`src/rtl/ex_flush_ctrl.sv`:
```
// ============================================================================
// Module   : ex_flush_ctrl
// Brief    : Exception/ERTN flush sequencer with held redirect PC and
//            in-flight instruction-fetch response discard tracking.
// Revision : 1.0 - initial release
// ============================================================================
`default_nettype none

module ex_flush_ctrl #(
   parameter int MAX_OUTST = 2,
   parameter int CNT_W     = 2
) (
   input  logic             clk,
   input  logic             reset,
   input  logic             wb_ex,
   input  logic             ertn_flush,
   input  logic [31:0]      csr_eentry,
   input  logic [31:0]      csr_era,
   output logic             flush,
   output logic             redirect_valid,
   output logic [31:0]      redirect_pc,
   input  logic             redirect_ready,
   input  logic             inst_req_fire,
   input  logic             inst_data_ok,
   output logic             inst_data_drop,
   output logic [CNT_W-1:0] outstanding,
   output logic             ifetch_stall
);

   typedef enum logic [0:0] {
      S_IDLE     = 1'b0,
      S_REDIRECT = 1'b1
   } state_t;

   localparam logic [CNT_W-1:0] c_max_outst = CNT_W'(MAX_OUTST);

   state_t           r_state;
   state_t           w_state_nxt;
   logic [31:0]      r_redirect_pc;
   logic [31:0]      w_pc_nxt;
   logic [CNT_W-1:0] r_outstanding;
   logic [CNT_W-1:0] w_out_nxt;
   logic [CNT_W-1:0] r_discard_cnt;
   logic             w_event;
   logic [31:0]      w_target;
   logic             w_inc;
   logic             w_dec;

   assign w_event  = wb_ex | ertn_flush;
   assign w_target = wb_ex ? csr_eentry : csr_era;

   always_comb begin
      w_state_nxt = r_state;
      w_pc_nxt    = r_redirect_pc;
      case (r_state)
         S_IDLE: begin
            if (w_event) begin
               w_state_nxt = S_REDIRECT;
               w_pc_nxt    = w_target;
            end
         end
         S_REDIRECT: begin
            // A new event while a redirect is pending replaces the target.
            if (w_event) begin
               w_pc_nxt = w_target;
            end else if (redirect_ready) begin
               w_state_nxt = S_IDLE;
            end
         end
         default: w_state_nxt = S_IDLE;
      endcase
   end

   always_ff @(posedge clk or posedge reset) begin
      if (reset) begin
         r_state       <= S_IDLE;
         r_redirect_pc <= 32'h0;
      end else begin
         r_state       <= w_state_nxt;
         r_redirect_pc <= w_pc_nxt;
      end
   end

   // Spurious data_ok at zero and fire at full are both absorbed (no wrap).
   assign w_dec = inst_data_ok & (r_outstanding != '0);
   assign w_inc = inst_req_fire & ((r_outstanding != c_max_outst) | w_dec);

   always_comb begin
      w_out_nxt = r_outstanding;
      case ({w_inc, w_dec})
         2'b10:   w_out_nxt = r_outstanding + CNT_W'(1);
         2'b01:   w_out_nxt = r_outstanding - CNT_W'(1);
         default: w_out_nxt = r_outstanding;
      endcase
   end

   always_ff @(posedge clk or posedge reset) begin
      if (reset) begin
         r_outstanding <= '0;
         r_discard_cnt <= '0;
      end else begin
         r_outstanding <= w_out_nxt;
         // Every request still in flight after the flush edge carries a stale PC.
         if (w_event) begin
            r_discard_cnt <= w_out_nxt;
         end else if (inst_data_ok && (r_discard_cnt != '0)) begin
            r_discard_cnt <= r_discard_cnt - CNT_W'(1);
         end
      end
   end

   assign flush          = w_event;
   assign redirect_valid = (r_state == S_REDIRECT);
   assign redirect_pc    = r_redirect_pc;
   assign inst_data_drop = inst_data_ok & ((r_discard_cnt != '0) | w_event);
   assign outstanding    = r_outstanding;
   assign ifetch_stall   = (r_outstanding == c_max_outst);

endmodule

`default_nettype wire

```
`config.mk`:
```
export PLATFORM = sky130hd
export DESIGN_NAME = ex_flush_ctrl
export DESIGN_NICKNAME = d
export VERILOG_FILES = /design/src/rtl/ex_flush_ctrl.sv
export SDC_FILE = /design/constraint.sdc
export NUM_CORES = 1
export LEC_CHECK = 0
export ABC_AREA = 1
export BUFFER_PORTS_ARGS = -buffer_cell sky130_fd_sc_hd__buf_2
export CAP_MARGIN = 25
export CORE_MARGIN = 4
export CORE_UTILIZATION = 30
export DETAILED_ROUTE_END_ITERATION = 6
export GPL_ROUTABILITY_DRIVEN = 0
export PLACE_DENSITY = 0.63
export SYNTH_ARGS = -nofsm -noshare
export SYNTH_HDL_FRONTEND = slang
export SYNTH_SLANG_ARGS = --single-unit
```
`constraint.sdc`:
```
create_clock -name clk -period 1.6 [get_ports clk]
set_clock_uncertainty 0.2 [all_clocks]
set_input_delay 0.08 -clock clk [delete_from_list [all_inputs] [get_ports clk]]
set_output_delay 0.08 -clock clk [all_outputs]
set_load 0.03 [all_outputs]
```
# Word-level counts from Yosys, hierarchy flattened
# Index checks and enable logic that the tools add are counted.
dict set report classes {
  bitwise_logic 7
  n_reduce_logical 4
  n_addsub 3
  n_mux 9
  n_eq_ne 4
}
# operator count
set op_table {}
lappend op_table {{32-bit 2-to-1 mux} 2}
lappend op_table {{2-bit nonzero test} 3}
lappend op_table {{2-bit == test (second input constant)} 2}
lappend op_table {{2-bit 2-to-1 mux} 2}
lappend op_table {{2-bit one-hot mux with 2 select lines} 1}
lappend op_table {{2-bit by 1-bit subtractor with 2-bit output (second input constant)} 2}
lappend op_table {{1-bit AND} 3}
lappend op_table {{1-bit 2-to-1 mux} 3}
lappend op_table {{1-bit bitwise OR} 3}
lappend op_table {{2-bit by 1-bit adder with 2-bit output (second input constant)} 1}
lappend op_table {{2-bit by 1-bit == test with 1-bit output (second input constant)} 1}
lappend op_table {{2-bit != test (second input constant)} 1}
lappend op_table {{1-bit one-hot mux with 2 select lines} 1}
lappend op_table {{1-bit logical AND} 1}
lappend op_table {{1-bit NOT} 1}
dict set report totals {
  ff_bits 37
  out_inout_bits 38
  in_bits 71
}

# Depth between registers and ports, before layout
# Gate-level depths: netlist (run 1).
dict set report logic_depth {
  depth_word 7
  mapped_depth 8
  ltp_nobuf 8
}

# Least setup slack after synthesis (run 1)
# Ideal clock, no wire load.
dict set report synth_path {
  path_kind {register -> output}
  startpoint {reg r_outstanding[0] (netlist: outstanding[0])}
  endpoint {out ifetch_stall}
  arrival_time_ps 1095
  slack_ps 225
  required_ps 1320
  path_stages_with_launch 3
  cell_sequence {dfrtp_1 -> buf_2 -> nor2_1}
}
dict set report synth_between {
  elab_chain_len 1
}
# element line
set synth_lines {}
lappend synth_lines {{start: declaration} 41} ;# logic [CNT_W-1:0] r_outstanding;
lappend synth_lines {{start signal: assignment} 102} ;# r_outstanding <= w_out_nxt;
lappend synth_lines {{2-bit == test} 117} ;# assign ifetch_stall = (r_outstanding == c_max_outst);
lappend synth_lines {{end: declaration} 27} ;# output logic ifetch_stall
# Every way passes these cells.

# Worst setup path in the final report (run 1)
dict set report layout_path {
  startpoint {in csr_era[15]}
  endpoint {reg r_redirect_pc[15] (netlist: redirect_pc[15])}
}
dict set report layout_between {
  elab_chain_len 2
}
# element line
set layout_lines {}
lappend layout_lines {{start: declaration} 18} ;# input logic [31:0] csr_era,
lappend layout_lines {{32-bit 2-to-1 mux} 50} ;# assign w_target = wb_ex ? csr_eentry : csr_era;
lappend layout_lines {{32-bit 2-to-1 mux} {57, 64}}
lappend layout_lines {{end signal: assignment} 80} ;# r_redirect_pc <= w_pc_nxt;
lappend layout_lines {{end: declaration} 39} ;# logic [31:0] r_redirect_pc;
# Every way passes these cells. The select of a mux whose other input is x is not followed.
# A chain may end at the register's enable or synchronous reset.

==> flow_summary_export.csv, run 1 <==
group,metric,value,unit
sta,fin_crit,1540,ps
logic_synthesis,synth_seq_cells,37,
power,peakVddDrop,367,µV
die,core,7330,µm²
placed_design,dp_hpwl,3610,µm
placed_design,pre_cts_slack,308,ps
finish,final_common_cell,"buf_2",
placed_design,place_area,2840,µm²
finish,drive_above_1_share,50.4,%
logic_synthesis,ys_seq_area_share,40.4,%
clock_network,cts_root_buf,"clkbuf_8",
clock_network,h-tree-depth,2,
status,status,"finished, final reports clean",
logic_synthesis,yosys.cell_types.count,19,
clock_network,clk_latency,280,ps
die,die_h,95.4,µm
route,ant_nets,0,
route,post_drt_wl_per_cell,10.4,µm
logic_synthesis,yosys_warnings,0,
clock_network,cts_setup_buffers,0,
sta,finalCritPeriodShare,96.1,%
global_route,grt_pass1_wl,9190,µm
global_route,antenna_found_initial,0,
critical_path,crit_type,"input port to flop",
critical_path,critPathMaxStageDelay,580,ps
critical_path,cp_top_family,"buffers and inverters",
finish,mostFrequentLayoutCells,"106 x buf_2, 68 x dlygate4sd3_1, 65 x o21ai_2",
die,rows,31,
logic_synthesis,synthCells,253,
job,maxCapViolCount,0,
critical_path,cp_slowest_cell,"dlygate4sd3_1",
power,static-leakage-power,1.82,nW
die,io_pins,109,
sta,worst_slew_pin_slew,463,ps
route,drtIter0Drc,47,
die,dieArea,9110,µm²
placed_design,numPortBuffers,108,
finish,nets,498,
sta,finalHoldViolations,0,
power,p_per_area,820,nW/µm²
global_route,grtUsageTotal,12.6,%
sta,max_freq,650,MHz
route,post-route-drc-count,0,
global_route,grt_max_degree,65,
power,power,2.96,mW
global_route,grt_pass1_vias,2228,
sta,finalMaxSlewViolations,0,
route,vias_per_cell,4.22,
logic_synthesis,syn_area_per_cell,9.07,µm²
global_route,grt.overflow.total,0,
route,vias,2220,
finish,antenna_cells,0,
critical_path,worst-path-max-fanout,1,
clock_network,clk_pin_slew_worst_paths,70,ps
sta,relSlewSlack,69.1,%
clock_network,ctsLongestPathBuffers,2,
die,start_util,31.3,%
sta,finalSetupViolCount,0,
critical_path,crit_arrival,1510,ps
finish,synthToLayoutAreaGrowth,57.2,%
min_path,hp-class,"input port to flop",
logic_synthesis,syn_area,2290,µm²
critical_path,crit_required,1570,ps
critical_path,startpoint_type,"input port",
logic_synthesis,syn-num-nets,325,
critical_path,critPathBufInv,3,
critical_path,path_cells,"dlygate4sd3_1 -> buf_2 -> o21ai_2 -> dlygate4sd3_1 -> o21ai_2",
route,drtPass1Iterations,4,
sta,tns,0,ps
critical_path,end_kind,"flop",
sta,rsz0062_at_grt,"false",
clock_network,cts_inserted_buffers,5,
clock_network,clkSinkCount,37,
route,wirelength,5450,µm
finish,final_area,3600,µm²
die,die_x,95.4,µm
sta,worst_slack,62.3,ps
clock_network,tritoncts,"yes",
[worst reg2reg max path: stages, from the launching register on]
cell,delay [ps]
dfrtp_1,340
inv_2,40
ha_1,180
inv_1,60
nand2_2,70
xor2_1,150
nand2_1,70
nand2_1,60
[synthesized netlist by cell type, drive strengths merged]
library cell  instances  share of area, %
nand3                 2              0.44
inv                  42               6.9
ha                    1              0.55
dfrtp                37                40
buf                  15               8.2
xor2                  1              0.38
nand4                 1              0.27
a21boi                1              0.33
nand2                78                16
nor2                  7               1.5
o21ai                68                25
[logic make-up after synthesis]
group / count (synthesis) / share of synthesized area (%)
compound gates: 69 / 25.6
flops: 37 / 40.4
simple gates: 88 / 18.0
xor+xnor: 1 / 0.382
buf+inv: 57 / 15.1
fa+ha+maj: 1 / 0.545
[final timing paths]
check	to	cells past startpoint	slack, ps	startpoint
setup / recovery	redirect_pc[15]	5	60	csr_era[15]
hold / removal	redirect_pc[7]	4	70	ertn_flush
setup reg to reg	r_discard_cnt[0]	7	320	r_discard_cnt[0]
hold reg to reg	redirect_pc[20]	2	280	redirect_pc[20]
max in group asynchronous	redirect_pc[19]	4	620	reset
min in group asynchronous	redirect_pc[6]	4	260	reset
[state kept, by name (all words and copies together), names as in the netlist]
signal	cells
r_discard_cnt	2
outstanding	2
redirect_pc	32
redirect_valid	1
[timing repair]
item | in CTS | in global routing
hold buffers | 68 | 0
gates resized for setup | 1 | 3
hold endpoints to repair | 74 | 0
endpoints found under the setup margin | 1 | 1
[stage by stage]
stage	cells	utilization, %	hold slack (ps)
after global placement	450	38.7	20.1
after detailed placement	450	38.7	17.5
after CTS	526	49.1	52.5
final	526	49.2	70.7
after global routing	526	49.2	69.9
after floorplan	253	-	-29.0
[power by group]
part	switching, mW	leakage, nW	internal [mW]
Clock	0.307	0.0395	0.309
Sequential	0.0953	0.434	1.07
Combinational	0.683	1.34	0.495
[layout make-up]
cell class / count / area, µm²
inverter: 42 / 158
sequential: 37 / 926
clock buffer: 8 / 80.1
multi-input combinational: 159 / 1030
tap: 99 / 124
fill: 692 / 3730
timing repair buffer: 181 / 1290
[layer usage]
layer | global-route usage, % | up-vias | wire (µm)
li1 | - | 1151 | -
met4 | 3.91 | 0 | 90
met2 | 23.6 | 73 | 2840
met3 | 3.55 | 7 | 389
met1 | 13.5 | 989 | 2130
met5 | 0 | - | 0
Note: power is estimated with default switching activity, not from simulation.
==> run 2: changes to the inputs <==
MAX_ROUTING_LAYER = met4   (was unset)
==> run 2 against run 1 <==
Net effect:
- design area unchanged
- register-to-register slack about the same
- sequential power about the same
- setup slack improved by 1.7 ps
- clock-buffer cell count unchanged
- sequential share of layout area unchanged
- critical path type unchanged
- highest routed layer unchanged
==> flow_summary_export.csv, run 2 (synthesis gave the netlist of run 1 again) <==
group,metric,value,unit
min_path,hp-class,"input port to flop",
sta,finalMaxSlewViolations,0,
route,post-route-drc-count,0,
die,die_x,95.4,µm
clock_network,clk_latency,280,ps
route,vias_per_cell,4.22,
global_route,grt_pass1_wl,9190,µm
clock_network,cts_root_buf,"clkbuf_8",
clock_network,clkSinkCount,37,
critical_path,r2r_end,"r_discard_cnt[0]",
sta,relSlewSlack,69.1,%
finish,drive_above_1_share,50.4,%
job,maxCapViolCount,0,
placed_design,pre_cts_slack,308,ps
critical_path,rrSetupSlack,320,ps
critical_path,rr_worst_depth,7,
critical_path,crit_type,"input port to flop",
finish,nets,498,
sta,finalHoldViolations,0,
placed_design,dp_hpwl,3610,µm
sta,max_freq,651,MHz
status,status,"finished, final reports clean",
global_route,grt_max_degree,65,
sta,rsz0062_at_grt,"false",
route,vias,2220,
clock_network,clk_pin_slew_worst_paths,70,ps
critical_path,crit_required,1570,ps
sta,finalSetupViolCount,0,
route,wirelength,5460,µm
global_route,grt_pass1_vias,2227,
global_route,antenna_found_initial,0,
sta,finalCritPeriodShare,96.0,%
die,io_pins,109,
critical_path,startpoint_type,"input port",
critical_path,crit_arrival,1500,ps
min_path,holdPathEnd,"redirect_pc[7]",
critical_path,worst-path-max-fanout,1,
finish,largest_register_ffs,32,
finish,synthToLayoutAreaGrowth,57.2,%
finish,mostFrequentLayoutCells,"106 x buf_2, 68 x dlygate4sd3_1, 65 x o21ai_2",
global_route,grt.overflow.total,0,
clock_network,ctsLongestPathBuffers,2,
finish,antenna_cells,0,
sta,worst_slack,64.0,ps
route,drtPass1Iterations,4,
min_path,min_from,"ertn_flush",
finish,final_common_cell,"buf_2",
clock_network,tritoncts,"yes",
critical_path,r2r-start,"r_discard_cnt[0]",
sta,fin_crit,1540,ps
sta,worst_slew_pin_slew,463,ps
critical_path,crit_start,"csr_era[15]",
critical_path,cp_slowest_cell,"dlygate4sd3_1",
die,die_h,95.4,µm
global_route,grtUsageTotal,12.9,%
power,peakVddDrop,367,µV
route,drtIter0Drc,47,
power,p_per_area,820,nW/µm²
die,dieArea,9110,µm²
clock_network,cts_inserted_buffers,5,
clock_network,h-tree-depth,2,
die,start_util,31.3,%
min_path,whs_path_depth,4,
critical_path,end_kind,"flop",
die,core,7330,µm²
critical_path,path_cells,"dlygate4sd3_1 -> buf_2 -> o21ai_2 -> dlygate4sd3_1 -> o21ai_2",
route,ant_nets,0,
sta,tns,0,ps
power,static-leakage-power,1.82,nW
placed_design,numPortBuffers,108,
die,rows,31,
critical_path,critPathMaxStageDelay,580,ps
finish,stdcell_count,526,
route,post_drt_wl_per_cell,10.4,µm
placed_design,dp.cells,450,
## run 2: timing repair
action                                 4_1_cts  5_1_grt
endpoints found under the hold margin       74        0
resized for setup                            1        3
setup buffers                                0        0
setup endpoints to repair                    1        1
pin swaps                                    0        0
hold buffers                                68        0
## run 2: how the worst max path moves through the flow
stage                                   to  slack [ps]  cells past startpoint
after floorplan               ifetch_stall         220                      2
after global placement      inst_data_drop         340                      6
after detailed placement  r_discard_cnt[0]         310                      7
after CTS                   inst_data_drop          20                      6
after global routing        inst_data_drop           4                      6
final                      redirect_pc[15]          60                      5
## run 2: cell type report
cell class              instances  area (µm²)
inverters                      42         158
clock buffers                   8        80.1
repair buffers                181        1290
fillers                       692        3730
well taps                      99         124
flip-flops and latches         37         926
multi-input cells             159        1030
## run 2: where the power goes
group	total [mW]	switching [mW]	leakage, nW	internal [mW]
Sequential	1.16	0.0953	0.434	1.07
Clock	0.617	0.307	0.0395	0.309
Combinational	1.18	0.683	1.34	0.495
Total	2.96	1.09	1.82	1.87
## run 2: metal layers
| metal | vias to the layer above | GRT usage, % | wire length (µm) |
|---|---|---|---|
| met3 | 7 | 3.16 | 355 |
| met2 | 73 | 23.6 | 2840 |
| met4 | 0 | 3.91 | 90 |
| met1 | 989 | 13.8 | 2170 |
| met5 | - | - | 0 |
| li1 | 1151 | - | - |
## run 2: stage by stage
step | total power, mW | hold slack [ps] | utilization [%] | instance area [µm²]
6_report | 2.96 | 70.6 | 49.2 | 3600
5_1_grt | 3.17 | 69.9 | 49.2 | 3600
4_1_cts | 2.98 | 52.5 | 49.1 | 3600
3_5_place_dp | 2.19 | 17.5 | 38.7 | 2840
3_3_place_gp | 2.17 | 20.1 | 38.7 | 2840
2_1_floorplan | 1.92 | -29.0 | - | 2290
## run 2: worst max-delay path, delay by kind of cell
| kind | cells | cell delay, ps |
|---|---|---|
| AO/OA/AOI/OAI | 2 | 140 |
| buffers and inverters | 3 | 1280 |
==> run 3: changes to the inputs <==
SETUP_SLACK_MARGIN = 0.3   (was unset)
==> run 3 against run 2 <==
Net effect:
- the flow now finishes with violations (hold timing)
- largest power group unchanged
- cell count is 1.7% higher
- global-route usage is 2.3 points higher
- die area stayed put
- clock power hardly changed
- critical path depth is 1 higher
- clock-buffer cell count is 2 lower
- hold slack worse by 75 ps
==> flow_summary_export.csv, run 3 (synthesis gave the netlist of run 1 again) <==
group,metric,value,unit
route,drtPass1Iterations,4,
die,core,7330,µm²
route,vias,2294,
die,die_x,95.4,µm
global_route,antenna_found_initial,0,
sta,finalCritPeriodShare,92.3,%
min_path,hp-class,"input port to flop",
clock_network,ctsLongestPathBuffers,2,
finish,nets,507,
die,rows,31,
sta,tns,0,ps
finish,fin_util,50.6,%
critical_path,end_kind,"primary output",
critical_path,critPathBufInv,3,
critical_path,crit_required,1320,ps
placed_design,place_area,2850,µm²
power,static-leakage-power,1.86,nW
clock_network,tritoncts,"yes",
route,post-route-drc-count,0,
sta,finalSetupViolCount,0,
critical_path,cp_slowest_cell,"dfrtp_1",
route,vias_per_cell,4.29,
clock_network,clkSinkCount,37,
sta,fin_crit,1480,ps
route,post_drt_wl_per_cell,11.9,µm
critical_path,critPathMaxStageDelay,390,ps
global_route,grt_max_degree,38,
sta,relSlewSlack,68.4,%
sta,whs,-4.48,ps
finish,final_common_cell,"buf_2",
finish,mostFrequentLayoutCells,"105 x buf_2, 68 x dlygate4sd3_1, 64 x o21ai_2",
placed_design,pre_cts_slack,315,ps
sta,max_freq,677,MHz
sta,worst_slack,123,ps
critical_path,crit_arrival,1200,ps
finish,synthToLayoutAreaGrowth,61.6,%
sta,finalMaxSlewViolations,0,
finish,stdcell_count,535,
clock_network,h-tree-depth,2,
global_route,grt_pass1_vias,2360,
sta,rsz0062_at_grt,"true",
finish,largest_register_ffs,32,
global_route,grt.overflow.total,0,
status,violations,"hold timing",
critical_path,startpoint_type,"flop",
sta,finalHoldViolations,1,
placed_design,numPortBuffers,108,
sta,worst_slew_pin_slew,473,ps
finish,drive_above_1_share,53.2,%
placed_design,dp.cells,452,
die,start_util,31.3,%
power,peakVddDrop,315,µV
die,die_h,95.4,µm
critical_path,path_cells,"inv_2 -> ha_4 -> inv_4 -> nand2_4 -> o21ai_1 -> buf_4",
placed_design,dp_hpwl,3790,µm
clock_network,cts_root_buf,"clkbuf_8",
global_route,grt_pass1_wl,10500,µm
clock_network,cts_inserted_buffers,5,
power,p_per_area,855,nW/µm²
critical_path,cp_top_family,"flip-flops",
status,status,"finished, violations left",
critical_path,crit_type,"flop to primary output",
global_route,grtUsageTotal,15.2,%
finish,antenna_cells,0,
critical_path,worst-path-max-fanout,3,
job,maxCapViolCount,0,
finish,final_area,3710,µm²
route,drtIter0Drc,55,
die,dieArea,9110,µm²
clock_network,clk_pin_slew_worst_paths,70,ps
die,io_pins,109,
route,wirelength,6380,µm
clock_network,clk_latency,280,ps
route,ant_nets,0,
-- run 3: changes by cell type in the layout (fill, tap and decap cells not counted), moves of 2 or more --
cell	change
inv_2	+2
clkinv_2	+2
nor2_1	-2
buf_6	+2
buf_4	+8
nor2_2	+2
clkbuf_1	-2
o21ai_0	-2
o21ai_1	+3
inv_1	-3
-- run 3: final timing paths --
kind                                  startpoint               end  slack (ps)  cells after the start
worst max-delay path            r_discard_cnt[1]    inst_data_drop         120                      6
worst min-delay path                  ertn_flush  r_discard_cnt[0]          -4                      5
worst max register to register  r_discard_cnt[1]  r_discard_cnt[1]         200                     10
worst min register to register   redirect_pc[23]   redirect_pc[23]         280                      2
max in group asynchronous                  reset    outstanding[0]         580                      4
min in group asynchronous                  reset    redirect_pc[7]         250                      4
-- run 3: per-layer routing --
metal / track usage, % / wire (µm) / vias up
met5: - / 0 / -
met4: 5.69 / 167 / 0
met3: 2.76 / 372 / 16
met2: 28.6 / 3390 / 84
met1: 15.6 / 2450 / 1021
li1: - / - / 1173
-- run 3: per-stage QoR --
step	hold slack, ps	total power, mW
after floorplan	-29.0	1.93
after global placement	16.9	2.19
after detailed placement	21.0	2.22
after CTS	-81.2	3.08
after global routing	28.2	3.39
final	-4.48	3.17
-- run 3: worst reg2reg max path, stage by stage, from the launching register on --
cell and delay [ps]:
dfrtp_1 360, inv_2 50, ha_4 160, inv_4 50, nand2_4 50, buf_4 130
buf_6 100, nand2_1 40, o21ai_1 50, nand2_1 50, nand2_1 50
-- run 3: area by class of cell --
class / instances / area [µm²]
fill: 665 / 3620
tap: 99 / 124
timing repair buffer: 190 / 1370
inverter: 42 / 160
clock buffer: 6 / 72.6
clock inverter: 2 / 10.0
sequential: 37 / 927
multi-input combinational: 159 / 1050
-- run 3: what timing repair did --
action,4_1_cts,5_1_grt
hold endpoints to repair,73,1
hold buffers,67,1
endpoints found under the setup margin,3,5
pin swaps,1,1
gates resized for setup,6,11
buffers inserted,4,3
-- run 3: where the power goes --
part / switching, mW / leakage, nW / internal, mW
sequential: 0.0960 / 0.433 / 1.07
combinational: 0.774 / 1.38 / 0.616
clock: 0.313 / 0.0450 / 0.302
total: 1.18 / 1.86 / 1.99
